===== src/rtl/mac_cache_ctrl.sv =====
// MAC tag cache controller: arbitrates insert/lookup ports and scans newest-to-oldest.
// Optional MAC_CACHE_STATS_EN adds saturating hit_cnt/miss_cnt outputs.
module mac_cache_ctrl #(
  parameter int TAGSIZE   = 16,
  parameter int CTRSIZE   = 16,
  parameter int CACHESIZE = 64
) (
  input  logic                           clk,
  input  logic                           rst,
  input  logic                           ins_valid,
  output logic                           ins_ready,
  input  logic [TAGSIZE-1:0]             ins_tag,
  input  logic [CTRSIZE-1:0]             ins_ctr,
  input  logic                           lk_valid,
  output logic                           lk_ready,
  input  logic [TAGSIZE-1:0]             lk_tag,
  output logic                           resp_valid,
  input  logic                           resp_ready,
  output logic                           resp_hit,
  output logic [CTRSIZE-1:0]             resp_ctr,
  output logic [$clog2(CACHESIZE)-1:0]   resp_idx,
  output logic [$clog2(CACHESIZE+1)-1:0] fill
`ifdef MAC_CACHE_STATS_EN
  ,
  output logic [CTRSIZE-1:0]             hit_cnt,
  output logic [CTRSIZE-1:0]             miss_cnt
`endif
);

  localparam int IW = $clog2(CACHESIZE);
  localparam int FW = $clog2(CACHESIZE + 1);

  // Handshake rule on every port: a transfer happens in a cycle where valid && ready.
  typedef enum logic [1:0] {IDLE, SCAN, RESP} state_t;

  state_t               state, next_state;
  logic [TAGSIZE-1:0]   tag_mem [CACHESIZE];
  logic [CTRSIZE-1:0]   ctr_mem [CACHESIZE];
  logic [CACHESIZE-1:0] valid_bits;
  logic [IW-1:0]        wr_ptr;
  logic [IW-1:0]        scan_idx;
  logic [FW-1:0]        remaining;
  logic [TAGSIZE-1:0]   key;
  logic                 prio_ins;
  logic                 ins_fire, lk_fire, resp_fire, scan_hit;

  always_comb begin
    ins_ready = 1'b0;
    lk_ready  = 1'b0;
    if (!rst && state == IDLE) begin
      ins_ready = ins_valid && (!lk_valid || prio_ins);
      lk_ready  = lk_valid && (!ins_valid || !prio_ins);
    end
  end

  assign ins_fire   = ins_valid && ins_ready;
  assign lk_fire    = lk_valid && lk_ready;
  assign resp_valid = (state == RESP);
  assign resp_fire  = resp_valid && resp_ready;
  assign scan_hit   = valid_bits[scan_idx] && (tag_mem[scan_idx] == key);

  always_ff @(posedge clk) begin
    if (rst) state <= IDLE;
    else     state <= next_state;
  end

  always_comb begin
    next_state = state;
    case (state)
      IDLE: if (lk_fire) next_state = (fill == '0) ? RESP : SCAN;
      SCAN: if (scan_hit || remaining == FW'(1)) next_state = RESP;
      RESP: if (resp_fire) next_state = IDLE;
      default: next_state = IDLE;
    endcase
  end

  // Storage arrays carry no reset; valid_bits and fill gate every read.
  always_ff @(posedge clk) begin
    if (ins_fire) begin
      tag_mem[wr_ptr] <= ins_tag;
      ctr_mem[wr_ptr] <= ins_ctr;
    end
  end

  always_ff @(posedge clk) begin
    if (rst) begin
      valid_bits <= '0;
      wr_ptr     <= '0;
      fill       <= '0;
      prio_ins   <= 1'b0;
      resp_hit   <= 1'b0;
      resp_ctr   <= '0;
      resp_idx   <= '0;
      scan_idx   <= '0;
      remaining  <= '0;
      key        <= '0;
    end else begin
      if (ins_fire) begin
        valid_bits[wr_ptr] <= 1'b1;
        wr_ptr             <= wr_ptr + 1'b1;
        if (fill != FW'(CACHESIZE)) fill <= fill + 1'b1;
        prio_ins <= 1'b0;
      end
      if (lk_fire) begin
        key       <= lk_tag;
        scan_idx  <= wr_ptr - 1'b1;
        remaining <= fill;
        resp_hit  <= 1'b0;
        resp_ctr  <= '0;
        resp_idx  <= '0;
        prio_ins  <= 1'b1;
      end
      // A miss leaves the zeroed result loaded at lookup acceptance.
      if (state == SCAN) begin
        if (scan_hit) begin
          resp_hit <= 1'b1;
          resp_ctr <= ctr_mem[scan_idx];
          resp_idx <= scan_idx;
        end else begin
          scan_idx  <= scan_idx - 1'b1;
          remaining <= remaining - 1'b1;
        end
      end
    end
  end

`ifdef MAC_CACHE_STATS_EN
  always_ff @(posedge clk) begin
    if (rst) begin
      hit_cnt  <= '0;
      miss_cnt <= '0;
    end else if (resp_fire) begin
      if (resp_hit) begin
        if (hit_cnt != '1) hit_cnt <= hit_cnt + 1'b1;
      end else begin
        if (miss_cnt != '1) miss_cnt <= miss_cnt + 1'b1;
      end
    end
  end
`endif

endmodule


===== config.mk =====
export PLATFORM = sky130hd
export DESIGN_NAME = mac_cache_ctrl
export DESIGN_NICKNAME = d
export VERILOG_FILES = /design/src/rtl/mac_cache_ctrl.sv
export SDC_FILE = /design/constraint.sdc
export NUM_CORES = 2
export LEC_CHECK = 0
export CAP_MARGIN = 20
export CELL_PAD_IN_SITES_DETAIL_PLACEMENT = 0
export CELL_PAD_IN_SITES_GLOBAL_PLACEMENT = 2
export CORE_MARGIN = 2
export CORE_UTILIZATION = 35
export CTS_BUF_LIST = sky130_fd_sc_hd__clkbuf_16
export CTS_CLUSTER_DIAMETER = 120
export DETAILED_ROUTE_END_ITERATION = 16
export MAX_ROUTING_LAYER = met4
export PLACE_DENSITY_LB_ADDON = 0.1
export SLEW_MARGIN = 20
export SYNTH_ARGS = -nofsm -noshare
export SYNTH_HDL_FRONTEND = slang
export SYNTH_SLANG_ARGS = --single-unit

===== constraint.sdc =====
create_clock -name clk -period 3.6 [get_ports clk]
set_input_delay 0.36 -clock clk [delete_from_list [all_inputs] [get_ports clk]]
set_output_delay 0.36 -clock clk [all_outputs]
set_load 0.1 [all_outputs]

==> results.yml <==
die:
  dieArea_sq_mm: 0.244
  rows: 180
  die_w_um: 494
  io_pins: 86
  initial_core_util_pct: 35.1
  core-area_sq_mm: 0.240
  die_y_um: 494
critical_path:
  crit_buf_inv: 5
  crit_start: "scan_idx[0]"
  crit_slowest_cell: "or4_4"
  crit_fanout: 40
  path_class: "flop to flop"
  cpPeakStageDelay_ns: 0.51
  crit_top_cell: "buf_12"
  worst_setup_path_start_kind: "flop"
  regToRegStartpoint: "scan_idx[0]"
  cp_top_family: "simple AND/OR/NAND/NOR gates"
  crit_chain: "buf_8 -> clkbuf_16 -> buf_12 -> mux4_2 -> nand2b_1 -> o21ai_1 -> buf_4 -> o2111a_1 -> nor3_1 -> and4b_1 -> nand4_1 -> or4_4 -> buf_12 -> a221oi_2 -> a211oi_1"
  worst_ep_arrival_time_ns: 4.72
  end_kind: "flop"
  required_ns: 4.29
synth:
  synth_common_cells: "edfxtp_1, mux4_2, nor2_1"
  synth_top_area_share_pct: 73.1
  synth_edf_count: 2048
  synth_async_sr_flop_share_pct: 0
  yosysWarnings: 0
  synth_ff_type: "edfxtp_1"
  synthTopCellsByArea: "edfxtp_1, mux4_2, dfxtp_1"
  syn_area_sq_mm: 0.0842
  synthCells: 3999
  synth.avg_cell_area_sq_um: 21.0
  ys_seq_area_share_pct: 76.2
  ys_types: 67
  syn_nets: 4059
  yosys.area.top_type: "edfxtp_1"
  yosysMostFrequentCell: "edfxtp_1"
  ys_ff_latch: 2180
grt:
  track_usage_pct: 23.0
  antenna_found_initial: 19
  overflow: 0
  grt_pass1_wl_um: 375000
  grt_pass1_vias: 43400
  grt_start_max_net_pins: 100
timing:
  finalSetupViolations: 38
  timing.slew.headroom_pct: 31.7
  final.setup.worst_slack_ns: -0.437
  finalCritPeriodShare_pct: 112
  hold_viol_final: 0
  rsz0062_at_grt: "true"
  min_period_ns: 4.04
  clock_skew_ns: 0.0365
  slew_violations: 0
  clock.fmax_ghz: 0.248
  tightest_slew_ns: 1.02
  hold_ws_ns: 0.0308
clocking:
  clk_pin_slew_worst_paths_ns: 0.06
  clock_sinks: 2180
  cts-buffers-inserted: 232
  htreeDepth: 4
  clockBufferDepth: 3
  cts_tree: "built"
  cts-root-buf: "clkbuf_16"
  insertion_delay_ns: 0.87
status:
  violations: "setup timing"
  status: "finished, violations left"
finish:
  fin_nets: 4634
  area_growth_pct: 20.0
  utilization_pct: 42.1
  drive_gt1_share_pct: 32.1
  final_area_sq_mm: 0.101
  fin_cells: 7963
  fill_cells: 21000
route:
  wire_per_inst_um: 34.7
  dr.first_iter.drc_count: 3851
  wl_um: 276000
  dr.pass1.iters: 5
  postRouteAntennaNets: 0
  drc: 0
  dr_total_vias: 43300
  routed_via_density: 5.43
min_path:
  min-delay-start: "ins_ctr[14]"
  min_path_type: "primary input to flop"
place:
  dp_hpwl_um: 161000
  place_area_sq_mm: 0.0924
  port_buffers: 85
  globalplace.congestion: 0.787
  placedCellCount: 7463
power:
  leakage_nw: 31.6
  power.density_mw_per_mm2: 558
  ir_drop_uv: 377
run:
  maxCapViolCount: 0
## metrics by stage
| stage | total power, mW | setup TNS (ns) | worst slack [ns] |
|---|---|---|---|
| global placement | 33.7 | -32.12 | -0.969 |
| finish | 56.3 | -13.74 | -0.437 |
| global route | 58.2 | -18.21 | -0.540 |
| CTS | 56.8 | -11.74 | -0.408 |
| floorplan | 31.3 | -231.24 | -0.295 |
| detailed placement | 33.7 | -31.20 | -0.981 |
## where the power goes
part	internal [mW]	total (mW)	switching, mW
clock network	12.8	22.9	10.1
registers	27.8	27.9	0.0897
logic	2.53	5.56	3.03
total	43.1	56.3	13.2
## repair_timing
action,in CTS,in global routing
pin swaps,11,30
cloned,2,7
hold buffers,8,0
setup buffers,24,22
endpoints found under the setup margin,38,38
resized for setup,42,74
hold endpoints to repair,11,0
## path summary, 6_finish.rpt
path | endpoint | slack (ns) | cells after the start
worst max-delay path | scan_idx[1] | -0.44 | 15
worst min-delay path | ctr_mem[26][14] | 0.03 | 1
worst max register to register | scan_idx[1] | -0.44 | 15
worst min register to register | resp_hit | 0.45 | 2
## worst reg2reg max path: stages, from the launching register on
cell,delay [ns]
dfxtp_4,0.41
buf_8,0.17
clkbuf_16,0.22
buf_12,0.20
mux4_2,0.51
nand2b_1,0.16
o21ai_1,0.14
buf_4,0.17
o2111a_1,0.22
nor3_1,0.06
and4b_1,0.25
nand4_1,0.26
or4_4,0.52
buf_12,0.20
a221oi_2,0.33
a211oi_1,0.07
## state kept, by name, indices dropped and copies added (netlist names)
register	flops
scan_idx	6
wr_ptr	6
ctr_mem	1024
valid_bits	64
state	2
key	16
fill	7
resp_hit	1
remaining	7
tag_mem	1024
resp_idx	6
resp_ctr	16
prio_ins	1
## layout by cell type (no fill, tap or decap), drive strengths merged, types with 33 or more instances in the layout
cell and count:
a21oi 47, a22oi 72, buf 506, clkbuf 242, clkdlybuf4s50 48, clkinv 112, dfxtp 132, edfxtp 2048
inv 82, mux2i 188, mux4 539, nand2 113, nand3 76, nor2 211, o211ai 33
## per-layer routing
metal / vias to the layer above / wire length [um] / track usage (%)
li1: 17900 / - / -
met1: 24000 / 123000 / 31.7
met2: 1114 / 137000 / 37.5
met3: 278 / 11400 / 2.69
met4: 0 / 4760 / 3.95
met5: - / 0 / -
## area by class of cell
cell class	instances	area [sq um]	area share [%]
antenna	4	10.0	0.00991
clock inverter	199	1370	1.35
multi-input combinational	1577	19800	19.6
clock buffer	235	5880	5.82
sequential	2180	64200	63.5
inverter	14	52.6	0.0520
timing repair buffer	569	5790	5.73
tap	3185	3990	3.94
## kinds of logic after synthesis
logic type               after synthesis  synth area share, %
buffers and inverters                242                 1.35
adder cells (fa/ha/maj)                7                0.104
multiplexers                         738                 16.8
AO/OA/AOI/OAI                        264                 2.23
flip-flops                          2180                 76.2
AND/OR/NAND/NOR                      545                 3.05
XOR/XNOR                              23                0.239
Power figures use the tool's default switching activity.
